### config.mk
export PLATFORM = sky130hd
export DESIGN_NAME = trace_tpiu_tx
export DESIGN_NICKNAME = d
export VERILOG_FILES = /design/src/rtl/trace_tpiu_tx.sv
export SDC_FILE = /design/constraint.sdc
export NUM_CORES = 1
export LEC_CHECK = 0
export ABC_AREA = 1
export CORE_MARGIN = 2
export CORE_UTILIZATION = 60
export CTS_CLUSTER_DIAMETER = 40
export DETAILED_ROUTE_END_ITERATION = 7
export PLACE_DENSITY = 0.87
export SYNTH_ARGS = -nofsm -noshare
export SYNTH_HDL_FRONTEND = slang
export SYNTH_SLANG_ARGS = --single-unit
### constraint.sdc
create_clock -name clk -period 4.18 [get_ports clk]
set_clock_uncertainty 0.2 [all_clocks]
set_input_delay 0.627 -clock clk [delete_from_list [all_inputs] [get_ports clk]]
set_output_delay 0.627 -clock clk [all_outputs]
set_load 0.005 [all_outputs]
### src/rtl/trace_tpiu_tx.sv
// TPIU trace port transmitter: serialises halfwords, pads and full syncs onto a
// 1/2/4-bit DDR TRACEDATA pair, LSB first, with the older bits on the rising half.
module trace_tpiu_tx #(
    parameter int unsigned BUSWIDTH    = 4,
    parameter int unsigned SYNC_FRAMES = 16,
    parameter int unsigned SYNC_IDLE   = 64
) (
    input  logic                clk,
    input  logic                rst,
    input  logic [2:0]          width,
    input  logic                forceSync,
    input  logic                WdValid,
    input  logic [15:0]         PacketWd,
    output logic                WdReady,
    output logic [BUSWIDTH-1:0] traceDouta,
    output logic [BUSWIDTH-1:0] traceDoutb,
    output logic                syncActive,
    output logic                frameDone
);

    localparam logic [1:0] StReset = 2'd0;
    localparam logic [1:0] StSync  = 2'd1;
    localparam logic [1:0] StData  = 2'd2;
    localparam logic [1:0] StBad   = 2'd3;

    localparam logic [31:0] SyncWord = 32'h7fff_ffff;
    localparam logic [15:0] PadWord  = 16'h7fff;

    logic [1:0]  state_q, state_d;
    logic [31:0] sh_q, sh_d;
    logic [2:0]  lw_q, lw_d;
    logic [3:0]  cnt_q, cnt_d;
    logic [2:0]  word_cnt_q, word_cnt_d;
    logic [7:0]  frame_cnt_q, frame_cnt_d;
    logic [7:0]  pad_cnt_q, pad_cnt_d;
    logic        frame_done_q, frame_done_d;

    logic width_ok;
    logic out_en;
    logic slot_end;
    logic sync_pending;
    logic go_data;
    logic load_sync;

    // Cycles remaining after the first one of a slot, per latched width.
    function automatic logic [3:0] hw_cycles(input logic [2:0] w);
        case (w)
            3'd4:    hw_cycles = 4'd1;
            3'd2:    hw_cycles = 4'd3;
            default: hw_cycles = 4'd7;
        endcase
    endfunction

    function automatic logic [3:0] sync_cycles(input logic [2:0] w);
        case (w)
            3'd4:    sync_cycles = 4'd3;
            3'd2:    sync_cycles = 4'd7;
            default: sync_cycles = 4'd15;
        endcase
    endfunction

    function automatic logic [31:0] shift_out(input logic [31:0] s, input logic [2:0] w);
        case (w)
            3'd4:    shift_out = s >> 8;
            3'd2:    shift_out = s >> 4;
            default: shift_out = s >> 2;
        endcase
    endfunction

    always_comb begin
        width_ok = (width == 3'd1) ||
                   ((width == 3'd2) && (BUSWIDTH >= 2)) ||
                   ((width == 3'd4) && (BUSWIDTH >= 4));
        out_en   = (state_q == StSync) || (state_q == StData);
        slot_end = out_en && (cnt_q == 4'd0);
        sync_pending = forceSync ||
                       (frame_cnt_q == 8'(SYNC_FRAMES)) ||
                       (pad_cnt_q == 8'(SYNC_IDLE));
        // A pending sync waits for a frame boundary; a width change does not.
        go_data  = slot_end && width_ok && (width == lw_q) &&
                   !(sync_pending && (word_cnt_q == 3'd0));
    end

    always_comb begin
        state_d      = state_q;
        sh_d         = sh_q;
        lw_d         = lw_q;
        cnt_d        = cnt_q;
        word_cnt_d   = word_cnt_q;
        frame_cnt_d  = frame_cnt_q;
        pad_cnt_d    = pad_cnt_q;
        frame_done_d = 1'b0;
        load_sync    = 1'b0;

        case (state_q)
            StReset, StBad: begin
                if (width_ok) begin
                    load_sync = 1'b1;
                end else begin
                    state_d = StBad;
                end
            end
            default: begin
                if (!slot_end) begin
                    sh_d  = shift_out(sh_q, lw_q);
                    cnt_d = cnt_q - 4'd1;
                end else if (!width_ok) begin
                    state_d = StBad;
                    sh_d    = '0;
                end else if (go_data) begin
                    state_d = StData;
                    cnt_d   = hw_cycles(lw_q);
                    if (WdValid) begin
                        sh_d      = {16'h0000, PacketWd};
                        pad_cnt_d = 8'd0;
                        if (word_cnt_q == 3'd7) begin
                            word_cnt_d   = 3'd0;
                            frame_cnt_d  = frame_cnt_q + 8'd1;
                            frame_done_d = 1'b1;
                        end else begin
                            word_cnt_d = word_cnt_q + 3'd1;
                        end
                    end else begin
                        sh_d = {16'h0000, PadWord};
                        if ((word_cnt_q == 3'd0) && (pad_cnt_q != 8'(SYNC_IDLE))) begin
                            pad_cnt_d = pad_cnt_q + 8'd1;
                        end
                    end
                end else begin
                    load_sync = 1'b1;
                end
            end
        endcase

        if (load_sync) begin
            state_d     = StSync;
            sh_d        = SyncWord;
            lw_d        = width;
            cnt_d       = sync_cycles(width);
            word_cnt_d  = 3'd0;
            frame_cnt_d = 8'd0;
            pad_cnt_d   = 8'd0;
        end
    end

    always_ff @(posedge clk) begin
        if (rst) begin
            state_q      <= StReset;
            sh_q         <= '0;
            lw_q         <= '0;
            cnt_q        <= '0;
            word_cnt_q   <= '0;
            frame_cnt_q  <= '0;
            pad_cnt_q    <= '0;
            frame_done_q <= 1'b0;
        end else begin
            state_q      <= state_d;
            sh_q         <= sh_d;
            lw_q         <= lw_d;
            cnt_q        <= cnt_d;
            word_cnt_q   <= word_cnt_d;
            frame_cnt_q  <= frame_cnt_d;
            pad_cnt_q    <= pad_cnt_d;
            frame_done_q <= frame_done_d;
        end
    end

    for (genvar i = 0; i < BUSWIDTH; i++) begin : g_pin
        logic b_bit;
        always_comb begin
            case (lw_q)
                3'd4:    b_bit = sh_q[i+4];
                3'd2:    b_bit = sh_q[i+2];
                default: b_bit = sh_q[i+1];
            endcase
        end
        assign traceDouta[i] = out_en && (32'(lw_q) > i) && sh_q[i];
        assign traceDoutb[i] = out_en && (32'(lw_q) > i) && b_bit;
    end

    assign WdReady    = go_data;
    assign syncActive = (state_q == StSync);
    assign frameDone  = frame_done_q;

endmodule

==> impl_metrics.py <==
metrics = {
    "finish": {
        "area_growth_pct": 12.88,
        "final_common_cell": "nand2_1",
        "regArea_mm2": 0.001061,
        "multiInputGateArea_mm2": 0.002004,
        "layout-drive-gt1-share_pct": 12.24,
        "nets": 573,
        "fillers": 456,
        "num_antenna_cells": 0,
        "final_cell_mix": "nand2_1 (105), inv_1 (70), o21ai_0 (65)",
    },
    "clock_network": {
        "cts_buffers": 5,
        "tritoncts": "yes",
        "clk_pin_slew_ns": 0.10,
        "cts.sinks": 53,
        "cts_root_buffer": "clkbuf_8",
        "cts_hold_buffers": 0,
        "clk_latency_ns": 0.31,
        "cts_max_level": 2,
        "clock_path_buffers": 2,
        "post-cts-setup-buffer-count": 0,
        "cts.repair.resized": 0,
    },
    "yosys": {
        "seq_area_frac_synth_pct": 30.26,
        "yosysTopAreaCell": "dfxtp_1",
        "ys_types": 39,
        "synth-async-reset-ratio_pct": 0,
        "postSynthRegisterBits": 53,
        "synthTopCellsByArea": "dfxtp_1 (30%), nand2_1 (11%), o21ai_0 (9.3%), inv_1 (7.5%), a21oi_2 (6.2%)",
        "synth_edf_count": 0,
        "synthCells": 516,
        "yosysWarnings": 0,
        "synth_nets": 551,
        "syn_avg_cell_area_um2": 6.794,
        "synth_ff_type": "dfxtp_1",
        "syn-cell-area_mm2": 0.003506,
        "synth.top_cell.area_share_pct": 30.26,
    },
    "route": {
        "dr_wl_met3_um": 522,
        "post-route-drc-count": 0,
        "avgViaCountPerCell": 5.646,
        "dr.first_iter.drc_count": 248,
        "wl_met2_um": 4241,
        "top_layer_used": "met4",
        "met1_length_um": 3513,
        "firstDrtPassIters": 5,
        "ant_nets": 0,
        "routed_wl_um": 8534,
        "avgRoutedWirePerCell_um": 13.97,
        "vias": 3450,
    },
    "setup_path": {
        "crit_fanout": 34,
        "arrival_ns": 2.70,
        "path_cells": "inv_1 -> ha_1 -> buf_4 -> o21ai_0 -> or2_2 -> nor2_1 -> clkdlybuf4s50_1",
        "slowest_delay_ns": 0.52,
        "cp-end-kind": "output pin",
        "crit_slowest_cell": "clkdlybuf4s50_1",
        "crit_required_ns": 3.35,
        "cpLargestDelayFamily": "buffers and inverters",
        "critPathLaunchType": "flop",
        "cp_num_buf_inv": 3,
        "critical_path_class": "reg2out",
    },
    "place": {
        "hpwl_um": 5966,
        "dpl_worst_slack_ns": 0.8762,
        "place_congestion": 0.9148,
        "numPortBuffers": 33,
    },
    "pwr": {
        "p_leak_nw": 1.618,
        "ir_drop_mv": 0.4897,
        "p_int_mw": 1.314,
        "p_seq_share_pct": 29.8,
        "clock_power_share_pct": 17.1,
        "power_frac_comb_pct": 53.2,
        "p_switching_mw": 1.112,
        "p_per_area_mw_per_mm2": 613.0,
        "sw_frac_of_total_pct": 45.85,
    },
    "floorplanning": {
        "fp.dieW_um": 80.44,
        "rows": 27,
        "die-height_um": 80.44,
        "core-area_mm2": 0.005574,
        "io_pins": 34,
        "die_area_mm2": 0.006471,
        "initial_core_util_pct": 62.90,
    },
    "global_routing": {
        "grt_pass1_wl_um": 14120,
        "grt_usage_pct": 27.49,
        "grt_start_max_net_pins": 35,
        "overflow": 0,
        "antenna_found_initial": 0,
        "grt_pass1_vias": 3321,
    },
    "sta": {
        "finalWorstSetupSlack_ns": 0.6537,
        "fmax_ghz": 0.2836,
        "grt_setup_unrepaired": "no",
        "tightestPinTransition_ns": 0.6839,
        "relSlewSlack_pct": 54.30,
        "setup-violations-final": 0,
        "holdWs_ns": 0.3036,
        "final_hold_viol_count": 0,
        "finalMaxSlewViolations": 0,
        "fin_crit_sh_pct": 84.36,
        "layout_min_cycle_time_ns": 3.526,
        "setup_tns_ns": 0,
    },
    "worst_hold_path": {
        "min_path_type": "reg2reg",
    },
    "flow_run": {
        "cap_violations": 0,
    },
    "status": {
        "status": "finished, final reports clean",
    },
}
==> cells by family after synthesis <==
logic type / count (synthesis) / synth area share [%]
fa+ha+maj: 12 / 4.283
compound gates: 130 / 23.13
simple gates: 207 / 26.77
buf+inv: 102 / 12.56
flops: 53 / 30.26
xor+xnor: 12 / 2.998
==> path summary, 6_finish.rpt <==
path                                     from                           to  slack [ns]  cells past startpoint
setup / recovery      state_q[0]$_SDFFE_PP0P_                traceDouta[2]        0.65                      7
hold / removal    frame_cnt_q[6]$_SDFFE_PP0P_  frame_cnt_q[6]$_SDFFE_PP0P_        0.30                      2
setup reg to reg      state_q[0]$_SDFFE_PP0P_         lw_q[2]$_SDFFE_PP0P_        0.93                      9
hold reg to reg   frame_cnt_q[6]$_SDFFE_PP0P_  frame_cnt_q[6]$_SDFFE_PP0P_        0.30                      2
==> metrics by stage <==
step	area, um^2	util, %	cells	total power [mW]
after floorplan	3506	-	516	1.742
after global placement	3824	68.60	603	1.951
after detailed placement	3824	68.60	603	1.994
after CTS	3958	71.00	611	2.406
after global routing	3958	71.00	611	2.598
final	3958	71.00	611	2.426
==> per-layer routing <==
| metal | global-route usage (%) | vias to the layer above |
|---|---|---|
| met5 | 0 | - |
| met4 | 12.54 | 0 |
| met3 | 4.045 | 29 |
| met2 | 49.33 | 144 |
| met1 | 32.01 | 1559 |
| li1 | - | 1718 |
==> cell usage after synthesis, types with 2 or more instances <==
cell,instances
a21oi_1,15
a21oi_2,25
a31oi_2,5
buf_1,2
buf_2,6
buf_6,3
clkbuf_1,9
dfxtp_1,53
ha_1,12
inv_1,70
inv_2,8
nand2_1,105
nand2_2,2
nand2_4,4
nand3_1,33
nand3_2,2
nand4_1,5
nor2_1,40
nor2_4,2
nor3_1,6
nor4_1,2
o21ai_0,65
o22ai_1,15
or2_2,2
xnor2_1,5
xor2_1,7
==> worst register-to-register path: cells and delay by family (launching register included) <==
family                     cells  cell delay (ns)
AOI/OAI and AO/OA              1             0.34
buffers and inverters          4             1.07
adders and majority gates      1             0.34
DFF                            1             0.38
and+or+nand+nor                3             0.85
==> area by class of cell <==
type                            instances  area share, %
Clock buffer                            5          1.739
Clock inverter                          3          1.644
Inverter                               80          7.777
Multi-Input combinational cell        361          50.65
Sequential cell                        53          26.81
Tap cell                               72          2.276
Timing Repair Buffer                   37          9.105
==> power groups by stage <==
| stage | logic [mW] | registers (mW) | clock network, mW |
|---|---|---|---|
| after floorplan | 1.04 | 0.705 | 0 |
| after global placement | 1.23 | 0.725 | 0 |
| after detailed placement | 1.27 | 0.729 | 0 |
| after CTS | 1.27 | 0.719 | 0.414 |
| after global routing | 1.43 | 0.732 | 0.436 |
| final | 1.29 | 0.722 | 0.414 |
==> flip-flops by register name (all words and copies together), names as in the netlist <==
name         flops
frameDone        1
cnt_q            4
lw_q             3
pad_cnt_q        8
frame_cnt_q      8
word_cnt_q       3
sh_q            24
state_q          2
Note: power is estimated with default switching activity, not from simulation.
